===== config.mk =====
export PLATFORM = sky130hd
export DESIGN_NAME = id_ex_reg
export DESIGN_NICKNAME = d
export VERILOG_FILES = /design/src/rtl/id_ex_reg.sv
export SDC_FILE = /design/constraint.sdc
export NUM_CORES = 1
export LEC_CHECK = 0
export ABC_AREA = 0
export CAP_MARGIN = 20
export CORE_ASPECT_RATIO = 1.2
export CORE_MARGIN = 3
export CORE_UTILIZATION = 40
export CTS_BUF_LIST = sky130_fd_sc_hd__clkbuf_4 sky130_fd_sc_hd__clkbuf_8
export CTS_CLUSTER_SIZE = 8
export DETAILED_ROUTE_END_ITERATION = 6
export PLACE_DENSITY = 0.95
export SETUP_SLACK_MARGIN = 0.15
export SLEW_MARGIN = 20
export SYNTH_ARGS = -nofsm -noshare
export SYNTH_HDL_FRONTEND = slang
export SYNTH_SLANG_ARGS = --single-unit

===== constraint.sdc =====
create_clock -name clk -period 3.9 [get_ports clk]
set_input_delay 0.975 -clock clk [delete_from_list [all_inputs] [get_ports clk]]
set_output_delay 0.975 -clock clk [all_outputs]
set_load 0.005 [all_outputs]

===== src/rtl/id_ex_reg.sv =====
// ID/EX pipeline register with load-use hazard detection, flush handling
// and a saturating count of inserted load-use bubbles.
module id_ex_reg #(
   parameter int XLEN = 32
) (
   input  logic            clk,
   input  logic            rst_n,
   input  logic            ValidD,
   input  logic            FlushE,
   input  logic [XLEN-1:0] PC_D,
   input  logic [XLEN-1:0] rs1_data_D,
   input  logic [XLEN-1:0] rs2_data_D,
   input  logic [XLEN-1:0] imm_ext_D,
   input  logic [4:0]      rs1_D,
   input  logic [4:0]      rs2_D,
   input  logic [4:0]      rd_D,
   input  logic            ALUSrc_D,
   input  logic            RegWrite_D,
   input  logic            MemWrite_D,
   input  logic            Branch_D,
   input  logic [2:0]      ALUControl_D,
   input  logic [1:0]      ResultSrc_D,
   output logic            ValidE,
   output logic [XLEN-1:0] PC_E,
   output logic [XLEN-1:0] rs1_data_E,
   output logic [XLEN-1:0] rs2_data_E,
   output logic [XLEN-1:0] imm_ext_E,
   output logic [4:0]      rs1_E,
   output logic [4:0]      rs2_E,
   output logic [4:0]      rd_E,
   output logic            ALUSrc_E,
   output logic            RegWrite_E,
   output logic            MemWrite_E,
   output logic            Branch_E,
   output logic [2:0]      ALUControl_E,
   output logic [1:0]      ResultSrc_E,
   output logic            StallF,
   output logic            StallD,
   output logic [15:0]     BubbleCnt
);

   localparam logic [1:0]  RESULT_LOAD = 2'b01;
   localparam logic [15:0] CNT_MAX     = 16'hFFFF;

   typedef struct packed {
      logic            valid;
      logic [XLEN-1:0] pc;
      logic [XLEN-1:0] rs1_data;
      logic [XLEN-1:0] rs2_data;
      logic [XLEN-1:0] imm_ext;
      logic [4:0]      rs1;
      logic [4:0]      rs2;
      logic [4:0]      rd;
      logic            alu_src;
      logic            reg_write;
      logic            mem_write;
      logic            branch;
      logic [2:0]      alu_control;
      logic [1:0]      result_src;
   } ex_t;

   ex_t         ex_q, ex_d, id_in;
   logic [15:0] bubble_cnt_q, bubble_cnt_d;
   logic        load_use;

   assign id_in = '{valid: ValidD, pc: PC_D, rs1_data: rs1_data_D, rs2_data: rs2_data_D,
                    imm_ext: imm_ext_D, rs1: rs1_D, rs2: rs2_D, rd: rd_D,
                    alu_src: ALUSrc_D, reg_write: RegWrite_D, mem_write: MemWrite_D,
                    branch: Branch_D, alu_control: ALUControl_D, result_src: ResultSrc_D};

   // A load writing x0 never produces a value, so it cannot create a hazard.
   assign load_use = ex_q.valid && ex_q.reg_write && (ex_q.result_src == RESULT_LOAD) &&
                     (ex_q.rd != 5'd0) && ((ex_q.rd == rs1_D) || (ex_q.rd == rs2_D));

   assign StallF = load_use & ~FlushE;
   assign StallD = load_use & ~FlushE;

   always_comb begin
      // NOTE: every always_comb target is given a default first so no latch can be inferred.
      ex_d         = id_in;
      bubble_cnt_d = bubble_cnt_q;
      if (FlushE) begin
         ex_d = '0;
      end else if (load_use) begin
         ex_d = '0;
         if (bubble_cnt_q != CNT_MAX) bubble_cnt_d = bubble_cnt_q + 16'd1;
      end
   end

   always_ff @(posedge clk or negedge rst_n) begin
      if (!rst_n) begin
         ex_q         <= '0;
         bubble_cnt_q <= '0;
      end else begin
         // NOTE: non-blocking assignments so every flop samples pre-edge values together.
         ex_q         <= ex_d;
         bubble_cnt_q <= bubble_cnt_d;
      end
   end

   assign ValidE       = ex_q.valid;
   assign PC_E         = ex_q.pc;
   assign rs1_data_E   = ex_q.rs1_data;
   assign rs2_data_E   = ex_q.rs2_data;
   assign imm_ext_E    = ex_q.imm_ext;
   assign rs1_E        = ex_q.rs1;
   assign rs2_E        = ex_q.rs2;
   assign rd_E         = ex_q.rd;
   assign ALUSrc_E     = ex_q.alu_src;
   assign RegWrite_E   = ex_q.reg_write;
   assign MemWrite_E   = ex_q.mem_write;
   assign Branch_E     = ex_q.branch;
   assign ALUControl_E = ex_q.alu_control;
   assign ResultSrc_E  = ex_q.result_src;
   assign BubbleCnt    = bubble_cnt_q;

endmodule


Word-level counts from Yosys, hierarchy flattened. Cells that the tools add are included.

Logic and storage cells: 31. Register bits after elaboration: 169. Output and inout port bits: 171.

Muxes and demuxes: 2. Bitwise operators: 2. Add/sub/neg operators: 1. Equal/unequal tests: 4. Reductions and logical operators: 7.

Operators with widths (count): two-way mux 153 bit (2); adder 16 x 1 -> 16 bit, second input constant (1); inequality test 16 bit, second input constant (1); == test 5 bit (2); nonzero test 5 bit (1); logical AND 1 bit (4); AND reduction 3 bit (1); == test 2 x 1 -> 1 bit, second input constant (1); bitwise AND 1 bit (1); logical OR 1 bit (1); NOT 1 bit (1).

Longest topological paths before layout. Gate-level depths: netlist of the first run.

Depth in word-level cells: 6. Gate-level depth with buffers: 7.

Worst setup path before layout of the first run. No wires, ideal clock.

Kind: input to output. Start: input port rs2_D[4]. End: output port StallF. Buffers on the path: 2. Slack: 0.804 ns. Data arrival time: 2.121 ns. Cell stages on the path: 6. Data required time: 2.925 ns. Cells stage by stage: xnor2_1 > nand3_1 > o22ai_2 > clkbuf_1 > and2_1 > buf_4.

Cells in the longest elaborated chain, start to end: 4.

Ends and longest elaborated chain: from (decl) (RTL line 15) `input logic [4:0] rs2_D,`; == test 5 bit (RTL line 73) `(ex_q.rd != 5'd0) && ((ex_q.rd == rs1_D) || (ex_q.rd == rs2_D));`; logical OR 1 bit (RTL line 73); logical AND 1 bit (RTL line 73); bitwise AND 1 bit; to (decl) (RTL line 37) `output logic StallF,`.

Every way passes these cells.

Final worst setup path of the first run.
Start: input port rs2_D[4]. End: output port StallF.

Cells in the longest elaborated chain, start to end: 4.

Ends and longest elaborated chain: == test 5 bit (RTL line 73); logical OR 1 bit (RTL line 73); logical AND 1 bit (RTL line 73); bitwise AND 1 bit (RTL line 75) `assign StallF = load_use & ~FlushE;`.

Every way passes these cells.

==> summary.txt, run 1 <==
Pwr
  • Worst vdd ir: 0.339 mV
  • Sequential share of power: 0.527
  • Combinational Power Share: 0.136
  • Sw Share: 0.216
  • Clock share of power: 0.336
  • Pwr Density: 364 mW/mm^2
  • Int Power: 2.77 mW
  • Switch Pwr: 761 uW
  • Total leakage power: 4.19 nW

Die
  • I/O pins: 327
  • Die Ht: 139 um
  • Initial Util: 0.410
  • Core footprint: 0.0144 mm^2
  • Die area: 0.0163 mm^2
  • Cell Rows: 48
  • Die Wd: 117 um

Placed design
  • DP HPWL: 12900 um
  • Placed Instances: 914
  • IO Port Bufs: 326
  • Routability cong.: 0.799

Worst setup path
  • CP Class: input pin to output port
  • Cell mode on critical path: clkdlybuf4s50_1
  • Critical Path Fanout Max: 2
  • Slowest CP cell: clkdlybuf4s50_1
  • Required @ worst endpoint: 2.92 ns
  • CP Capture Type: output port
  • Worst path cell trace: clkdlybuf4s50_1 -> xnor2_1 -> nand3_1 -> o22ai_2 -> and2_1 -> clkdlybuf4s50_1
  • CP max stage delay: 0.51 ns
  • Critical Path Start Type: input pin
  • Worst Path Arrival: 2.58 ns

Global routing
  • First-pass GRT wire length: 24900 um
  • Vias in the first global route: 4604
  • Initial antenna violation count: 3
  • GRT Resource Usage Total: 0.208
  • Largest net degree at the start of global routing: 101
  • Total gr overflow: 0

Synthesis
  • Predominant post-synthesis flop cell: dfrtp_1
  • Yosys cell types: 28
  • Share of async-settable or async-resettable flops after synthesis: 1.00
  • Number of flops mapped to enable cells by yosys: 0
  • Seq/Total Area, Yosys: 0.716
  • Synth Register Bits: 169
  • Mapped Nets: 582
  • Mapped Avg Cell Area: 13.9 um^2
  • Post-Syn Instances: 425
  • Syn Std Cell Area: 0.00591 mm^2
  • Ys Warns: 0

Timing
  • Final hold vios: 0
  • Final Max Slew Viols: 0
  • Tcrit/Tclk final: 0.912
  • Unrepaired setup endpoints after global routing: no
  • Fmax: 0.281 GHz
  • Min cycle time layout: 3.55 ns
  • Max-slew headroom: 0.305
  • # setup viols final: 0
  • Worst Tran Pin Value: 1.04 ns
  • Total Negative Setup Slacks: 0 ns
  • Skew final: 0.0149 ns

Final layout
  • Final #Nets: 915
  • Commonest non-fill, non-tap cell in the layout: clkdlybuf4s50_1
  • Area growth, synth to finish: 64.2%
  • Layout cells sized above 1: 0.0573
  • Most frequent cells in the layout: 325 x clkdlybuf4s50_1, 169 x dfrtp_1, 154 x and2_1
  • Final std cells w/o fill: 944
  • Final core occ: 0.673

Clocking
  • Clock-pin slew on the worst setup and hold paths: 0.08 ns
  • Worst skew pair latency: 0.44 ns
  • Setup Fix Bufs, Post-CTS: 0
  • CTS Hold Bufs: 0
  • Root Driver: clkbuf_8
  • TritonCTS buffer count: 17
  • CTS tree: built
  • Clock Tree Buf Depth: 2
  • Post-cts resize count: 0
  • H-tree depth: 4
  • Sink Count: 169

Drt
  • DRC viols: 0
  • Routed vias: 4382
  • DR pass1 iterations: 4
  • DRT iter0 DRCs: 224
  • Drt wl/cell: 17.7 um
  • Routed Wire Length: 16700 um
  • Post-DRT Antenna Nets: 0
  • Vias per inst: 4.64

Outcome
  • Status: complete, no violations

Worst hold path
  • Hold WC Path Type: register to register

Run
  • Max_cap viols: 0
state kept, by name, summed over array words and instances, names as in the netlist, 2 cells and up:
signal / count
PC_E: 32
imm_ext_E: 32
rs1_data_E: 32
rs2_data_E: 32
BubbleCnt: 16
rd_E: 5
rs1_E: 5
rs2_E: 5
ALUControl_E: 3
ResultSrc_E: 2
cell type report:
| cell class | count | area (um^2) |
|---|---|---|
| tap | 175 | 219 |
| fill | 993 | 4710 |
| clock inverter | 8 | 97.6 |
| clock buffer | 21 | 283 |
| sequential | 169 | 4230 |
| timing repair buffer | 333 | 3330 |
| antenna | 1 | 2.50 |
| inverter | 1 | 3.75 |
| multi-input combinational | 236 | 1540 |
synth_stat cells, types with 2 or more instances:
cell | n | area share
nand2_1 | 8 | 0.0051
nor2_1 | 5 | 0.0032
nor4_1 | 5 | 0.0053
xnor2_1 | 25 | 0.037
dfrtp_1 | 169 | 0.72
nand4_1 | 5 | 0.0053
nor3b_1 | 2 | 0.0025
nand4b_1 | 2 | 0.0030
clkbuf_1 | 10 | 0.0064
buf_6 | 8 | 0.015
nand3_1 | 14 | 0.012
nor3_1 | 3 | 0.0025
and2_1 | 154 | 0.16
metrics by stage:
step	power, mW	worst slack [ns]	area [um^2]	hold WS [ns]
after floorplan	2.00	0.804	5910	0.488
after global routing	3.69	0.276	9700	0.531
after CTS	3.58	0.330	9700	0.519
after detailed placement	2.38	0.342	9320	0.507
after global placement	2.37	0.346	9320	0.483
final	3.53	0.345	9710	0.513
worst paths after layout:
check | startpoint | to | slack [ns] | depth (start not counted)
max in group asynchronous | rst_n | PC_E[10]$_DFF_PN0_ | 2.43 | 2
worst min-delay path | BubbleCnt[7]$_DFFE_PN0P_ | BubbleCnt[7]$_DFFE_PN0P_ | 0.51 | 1
worst min register to register | BubbleCnt[7]$_DFFE_PN0P_ | BubbleCnt[7]$_DFFE_PN0P_ | 0.51 | 1
worst max-delay path | rs2_D[4] | StallF | 0.35 | 6
worst max register to register | rd_E[1]$_DFF_PN0_ | PC_E[18]$_DFF_PN0_ | 1.02 | 6
min in group asynchronous | rst_n | BubbleCnt[6]$_DFFE_PN0P_ | 0.57 | 1
kinds of logic after synthesis:
logic type / share of synthesized area
and+or+nand+nor: 0.211
DFF: 0.716
xor gates and xnor gates: 0.0371
buffers and inverters: 0.0235
AOI/OAI and AO/OA: 0.00847
muxes: 0.00191
adders and majority gates: 0.00212
critical path: cells and delay by family:
| kind | cells | cell delay [ns] |
|---|---|---|
| simple gates | 2 | 0.28 |
| xor+xnor | 1 | 0.13 |
| buf+inv | 2 | 1.01 |
| compound gates | 1 | 0.18 |
power groups by stage:
stage,Combinational [mW],Clock [mW],Sequential [mW]
after floorplan,0.0936,0,1.90
after global placement,0.476,0,1.89
after detailed placement,0.487,0,1.90
after CTS,0.491,1.23,1.86
after global routing,0.520,1.30,1.87
final,0.481,1.19,1.86
metal layers:
layer	share of wire	wire length [um]	global-route usage
met1	0.35	5780	0.218
met4	0.021	358	0.0713
met5	0.0020	34	0
met2	0.53	8940	0.362
met3	0.097	1630	0.0943
Note: power is estimated with default switching activity, not from simulation.
==> run 2: changes to the inputs <==
- CORE_AREA: default -> 2 2 129 131
- CORE_ASPECT_RATIO: 1.2 -> default
- CORE_MARGIN: 3 -> default
- CORE_UTILIZATION: 40 -> default
- DIE_AREA: default -> 0 0 131 133
- PLACE_DENSITY: 0.95 -> 0.89
==> run 2 against run 1 <==
  * Hold slack got worse by 0.0089 ns
  * Total power rose by 5.2%
  * Non-clock buffer count shrank 1
  * Fmax down 1.1%
  * Critical path depth unchanged
  * Clock-buffer cell count fell by 1
  * Sequential power barely moved
  * Core utilization decreased by 6.6 points
  * Via count is 2.6% lower
  * Die area is 7.1% higher
  * Clock skew rose by 0.00084 ns
  * Critical path type unchanged
  * Critical endpoint unchanged
  * Largest power group unchanged
  * Highest routed layer is now met4
==> summary.txt, run 2 (synthesis results as in run 1) <==
Outcome
  • Status: complete, no violations

Final layout
  • # fillers: 1281 (+29%)
  • Most frequent cells in the layout: 325 x clkdlybuf4s50_1, 169 x dfrtp_1, 154 x and2_1
  • Final #Nets: 914 (-0.11%)
  • Area growth, synth to finish: 66.2%
  • Final std cells w/o fill: 991 (+5.0%)
  • Final Cell Area: 0.00982 mm^2 (+1.2%)
  • Commonest non-fill, non-tap cell in the layout: clkdlybuf4s50_1
  • Layout cells sized above 1: 0.0597 (+0.00245)

Timing
  • Tcrit/Tclk final: 0.922 (+0.0106)
  • Final worst slack: 0.304 ns (-0.0413 ns)
  • Final Max Slew Viols: 0 (unchanged)
  • Unrepaired setup endpoints after global routing: no
  • Max-slew headroom: 0.508 (+0.203)
  • Min cycle time layout: 3.60 ns (+0.0413 ns)
  • Final hold vios: 0 (unchanged)
  • # setup viols final: 0 (unchanged)
  • Fmax: 0.278 GHz (-1.1%)
  • Total Negative Setup Slacks: 0 ns (unchanged)
  • Skew final: 0.0157 ns (+0.000837 ns)
  • Worst Tran Pin Value: 0.731 ns (-0.310 ns)

Global routing
  • Vias in the first global route: 4449 (-3.4%)
  • First-pass GRT wire length: 24000 um (-3.5%)
  • Total gr overflow: 0 (unchanged)
  • GRT Resource Usage Total: 0.186 (-0.0219)
  • Initial antenna violation count: 1 (-2)
  • Largest net degree at the start of global routing: 79 (-22%)

Clocking
  • TritonCTS buffer count: 17 (unchanged)
  • Clock-pin slew on the worst setup and hold paths: 0.09 ns (about the same)
  • Clock Tree Buf Depth: 2 (unchanged)
  • CTS tree: built
  • Setup Fix Bufs, Post-CTS: 0 (unchanged)
  • Root Driver: clkbuf_8
  • CTS Hold Bufs: 0 (unchanged)
  • Post-cts resize count: 0 (unchanged)
  • H-tree depth: 4 (unchanged)
  • Worst skew pair latency: 0.45 ns (about the same)
  • Sink Count: 169 (unchanged)

Worst hold path
  • Hold path start: BubbleCnt[7]$_DFFE_PN0P_
  • Hold WC Path Type: register to register
  • Hold Path Stages: 1 (unchanged)
  • Sink of the worst hold path: BubbleCnt[7]$_DFFE_PN0P_

Die
  • Core footprint: 0.0162 mm^2 (+12%)
  • I/O pins: 327 (unchanged)
  • Cell Rows: 47 (-2.1%)
  • Die area: 0.0174 mm^2 (+7.1%)
  • Die Wd: 131 um (+12%)
  • Die Ht: 133 um (-4.4%)
  • Initial Util: 0.365 (-0.0446)

Placed design
  • DP HPWL: 11800 um (-8.4%)
  • Routability cong.: 0.797 (-0.26%)
  • Dpl ws: 0.304 ns (-0.0379 ns)
  • Placed Instances: 958 (+4.8%)
  • Dpl cell area: 0.00937 mm^2 (+0.52%)
  • IO Port Bufs: 326 (unchanged)

Pwr
  • Worst vdd ir: 0.208 mV (-39%)
  • Total leakage power: 4.21 nW (+0.48%)
  • Pwr Density: 378 mW/mm^2 (+3.9%)

Worst setup path
  • Required @ worst endpoint: 2.92 ns (about the same)
  • Worst r2r dst: ALUControl_E[0]$_DFF_PN0_
  • Worst reg-to-reg setup slack: 1.62 ns (+0.60 ns)
  • Worst Path Arrival: 2.62 ns (+0.04 ns)
  • FF-to-FF Start: rd_E[1]$_DFF_PN0_
  • CP Class: input pin to output port
  • R2R cell count: 6 (unchanged)
  • Critical Path Start Type: input pin
  • Critical Path Fanout Max: 2 (unchanged)
  • CP Capture Type: output port

Drt
  • DRC viols: 0 (unchanged)
  • Routed Wire Length: 15800 um (-5.9%)
  • DR pass1 iterations: 4 (unchanged)
  • Vias per inst: 4.31 (-7.2%)
  • Post-DRT Antenna Nets: 0 (unchanged)
  • Drt wl/cell: 15.9 um (-10%)
  • Routed vias: 4269 (-2.6%)
  • DRT iter0 DRCs: 191 (-15%)

Run
  • Max_cap viols: 0 (unchanged)
run 2: layout make-up:
| type | instances | area, um^2 | area share |
|---|---|---|---|
| antenna | 1 | 2.50 | 0.000255 |
| clock buffer | 20 | 263 | 0.0268 |
| clock inverter | 12 | 185 | 0.0189 |
| inverter | 1 | 3.75 | 0.000382 |
| multi-input combinational | 236 | 1540 | 0.157 |
| sequential | 169 | 4230 | 0.431 |
| tap | 220 | 275 | 0.0280 |
| timing repair buffer | 332 | 3320 | 0.338 |
run 2: worst max path at each step:
| stage | startpoint | to | slack, ns | depth (start not counted) |
|---|---|---|---|---|
| floorplan | rs2_D[4] | StallF | 0.80 | 6 |
| global placement | rs2_D[0] | StallD | 0.30 | 6 |
| detailed placement | rs2_D[0] | StallF | 0.30 | 6 |
| CTS | rs2_D[0] | StallF | 0.29 | 6 |
| global route | rs2_D[0] | StallD | 0.24 | 6 |
| finish | rs2_D[0] | StallF | 0.30 | 6 |
run 2: routing by layer:
layer / wire length, um / GRT usage / part of all wire / vias to the layer above
li1: - / - / - / 2000
met1: 5710 / 0.201 / 0.36 / 2020
met2: 8020 / 0.311 / 0.51 / 217
met3: 1550 / 0.0789 / 0.098 / 32
met4: 484 / 0.0892 / 0.031 / 0
met5: 0 / 0 / 0 / -
run 2: critical path, cell delays in order:
cell and delay (ns):
clkdlybuf4s50_1 0.51, xnor2_1 0.13, nand3_1 0.11, o22ai_2 0.22
and2_1 0.18, clkdlybuf4s50_1 0.50
run 2: stage by stage:
stage,util,hold slack [ns],power (mW)
6_report,0.607,0.504,3.71
5_1_grt,0.607,0.530,3.88
4_1_cts,0.607,0.507,3.77
3_5_place_dp,0.579,0.490,2.38
3_3_place_gp,0.579,0.481,2.36
2_1_floorplan,-,0.488,2.00
run 2: report_power, final:
group          total, mW  internal [mW]  switching (mW)
Clock               1.38          0.737           0.642
Sequential          1.86           1.83          0.0263
Combinational      0.476          0.323           0.153
==> run 3: changes to the inputs <==
- CAP_MARGIN: 20 -> 10
- CTS_CLUSTER_SIZE: 8 -> 12
- PLACE_DENSITY: 0.89 -> 0.75
==> run 3 against run 2 <==
  * Final cell count down 0.10%
  * Hold slack better by 0.0041 ns
  * Critical endpoint is now StallD
  * Fmax up 0.18%
  * Via count up 0.87%
  * Register-to-register slack worse by 0.08 ns
  * Core utilization down 0.33 points
  * Highest routed layer unchanged
  * Final area down 0.55%
  * Die area unchanged
  * Largest cell class unchanged
==> summary.txt, run 3 (synthesis results as in run 1) <==
Timing
  • Min cycle time layout: 3.59 ns (-0.00663 ns)
  • Final hold vios: 0 (unchanged)
  • Skew final: 0.0195 ns (+0.00377 ns)
  • Unrepaired setup endpoints after global routing: no
  • Tcrit/Tclk final: 0.920 (-0.00170)
  • Final Max Slew Viols: 0 (unchanged)
  • Max-slew headroom: 0.498 (-0.0105)
  • Fmax: 0.279 GHz (+0.18%)
  • Total Negative Setup Slacks: 0 ns (unchanged)
  • Worst Tran Pin Value: 0.754 ns (+0.0224 ns)
  • # setup viols final: 0 (unchanged)
  • Worst Hold Slack: 0.508 ns (+0.00409 ns)

Placed design
  • DP HPWL: 12200 um (+3.4%)
  • IO Port Bufs: 326 (unchanged)
  • Routability cong.: 0.827 (+3.8%)

Worst setup path
  • R2R cell count: 6 (unchanged)
  • FF-to-FF Start: rd_E[1]$_DFF_PN0_
  • Crit path max-delay family: buffers and inverters
  • Worst Path Arrival: 2.61 ns (about the same)
  • CP max stage delay: 0.51 ns (about the same)
  • Worst r2r dst: rs1_data_E[17]$_DFF_PN0_
  • Worst reg-to-reg setup slack: 1.54 ns (-0.08 ns)
  • Slowest CP cell: clkdlybuf4s50_1
  • Crit path buf inv count: 2 (unchanged)
  • Worst path depth: 6 (unchanged)
  • CP Class: input pin to output port
  • Required @ worst endpoint: 2.92 ns (about the same)
  • Critical Path Fanout Max: 2 (unchanged)
  • Critical Path Start Type: input pin
  • CP Capture Type: output port
  • Worst path cell trace: clkdlybuf4s50_1 -> xnor2_1 -> nand3_1 -> o22ai_2 -> and2_1 -> clkdlybuf4s50_1
  • Cell mode on critical path: clkdlybuf4s50_1

Worst hold path
  • Hold path start: BubbleCnt[15]$_DFFE_PN0P_
  • Hold Path Stages: 1 (unchanged)
  • Sink of the worst hold path: BubbleCnt[15]$_DFFE_PN0P_
  • Hold WC Path Type: register to register

Drt
  • Post-DRT Antenna Nets: 0 (unchanged)
  • Routed vias: 4306 (+0.87%)
  • DR pass1 iterations: 4 (unchanged)
  • DRC viols: 0 (unchanged)
  • Vias per inst: 4.35 (+0.97%)
  • Drt wl/cell: 16.6 um (+4.2%)
  • DRT iter0 DRCs: 187 (-2.1%)
  • Routed Wire Length: 16400 um (+4.1%)

Outcome
  • Status: complete, no violations

Pwr
  • Total leakage power: 4.19 nW (-0.41%)
  • Pwr Total: 3.58 mW (-3.6%)
  • Pwr Density: 366 mW/mm^2 (-3.1%)
  • Worst vdd ir: 0.210 mV (+0.98%)

Global routing
  • GRT Resource Usage Total: 0.191 (+0.00547)
  • Initial antenna violation count: 0 (-1)
  • First-pass GRT wire length: 25000 um (+3.8%)
  • Total gr overflow: 0 (unchanged)
  • Largest net degree at the start of global routing: 93 (+18%)
  • Vias in the first global route: 4650 (+4.5%)

Final layout
  • Antenna diodes: 0 (-1)
  • Final #Nets: 914 (unchanged)
  • Layout cells sized above 1: 0.0597 (unchanged)
  • Commonest non-fill, non-tap cell in the layout: clkdlybuf4s50_1
  • Most frequent cells in the layout: 325 x clkdlybuf4s50_1, 169 x dfrtp_1, 154 x and2_1
  • Area growth, synth to finish: 65.3%

Die
  • I/O pins: 327 (unchanged)
  • Initial Util: 0.365 (unchanged)
  • Cell Rows: 47 (unchanged)
  • Die Wd: 131 um (unchanged)
  • Die area: 0.0174 mm^2 (unchanged)
  • Core footprint: 0.0162 mm^2 (unchanged)
  • Die Ht: 133 um (unchanged)

Clocking
  • Post-cts resize count: 0 (unchanged)
  • Worst skew pair latency: 0.44 ns (about the same)
  • Root Driver: clkbuf_8
  • Setup Fix Bufs, Post-CTS: 0 (unchanged)
  • H-tree depth: 4 (unchanged)
  • Clock Tree Buf Depth: 2 (unchanged)
  • CTS tree: built
  • CTS Hold Bufs: 0 (unchanged)
  • Clock-pin slew on the worst setup and hold paths: 0.08 ns (about the same)
  • Sink Count: 169 (unchanged)
  • TritonCTS buffer count: 17 (unchanged)

Run
  • Max_cap viols: 0 (unchanged)
## run 3: area by class of cell
class                      instances  area [um^2]
fill                            1270         6400
sequential                       169         4230
timing repair buffer             332         3320
multi-input combinational        236         1540
tap                              220          275
clock buffer                      19          255
clock inverter                    13          141
inverter                           1         3.75
## run 3: metrics by stage
step,instances,utilization,cell area [um^2],setup WS (ns)
after floorplan,425,-,5910,0.804
after global placement,958,0.579,9370,0.354
after detailed placement,958,0.579,9370,0.305
after CTS,990,0.604,9770,0.295
after global routing,990,0.604,9770,0.223
final,990,0.604,9770,0.310
## run 3: worst max-delay path by stage
stage	end	slack [ns]	start
global route	StallD	0.22	rs1_D[4]
finish	StallD	0.31	rs2_D[0]
detailed placement	StallD	0.31	rs2_D[0]
CTS	StallD	0.30	rs2_D[0]
global placement	StallD	0.35	rs2_D[4]
floorplan	StallF	0.80	rs2_D[4]
## run 3: per-layer routing
metal  GRT usage  share of wire  vias up
li1            -              -     1996
met1       0.203           0.35     2090
met2       0.335           0.53      203
met3      0.0906           0.10       17
met4      0.0567          0.016        0
met5           0              0        -
## run 3: worst reg2reg max path, cell delays in order (launching register included)
cell and delay [ns]:
dfrtp_1 0.44, or4_4 0.57, o21ai_4 0.24, inv_2 0.07, a21oi_4 0.12, buf_4 0.55, and2_1 0.30
## run 3: power breakdown
group / internal (mW) / switching, mW
clock: 0.599 / 0.641
combinational: 0.323 / 0.156
sequential: 1.83 / 0.0283
total: 2.75 / 0.826
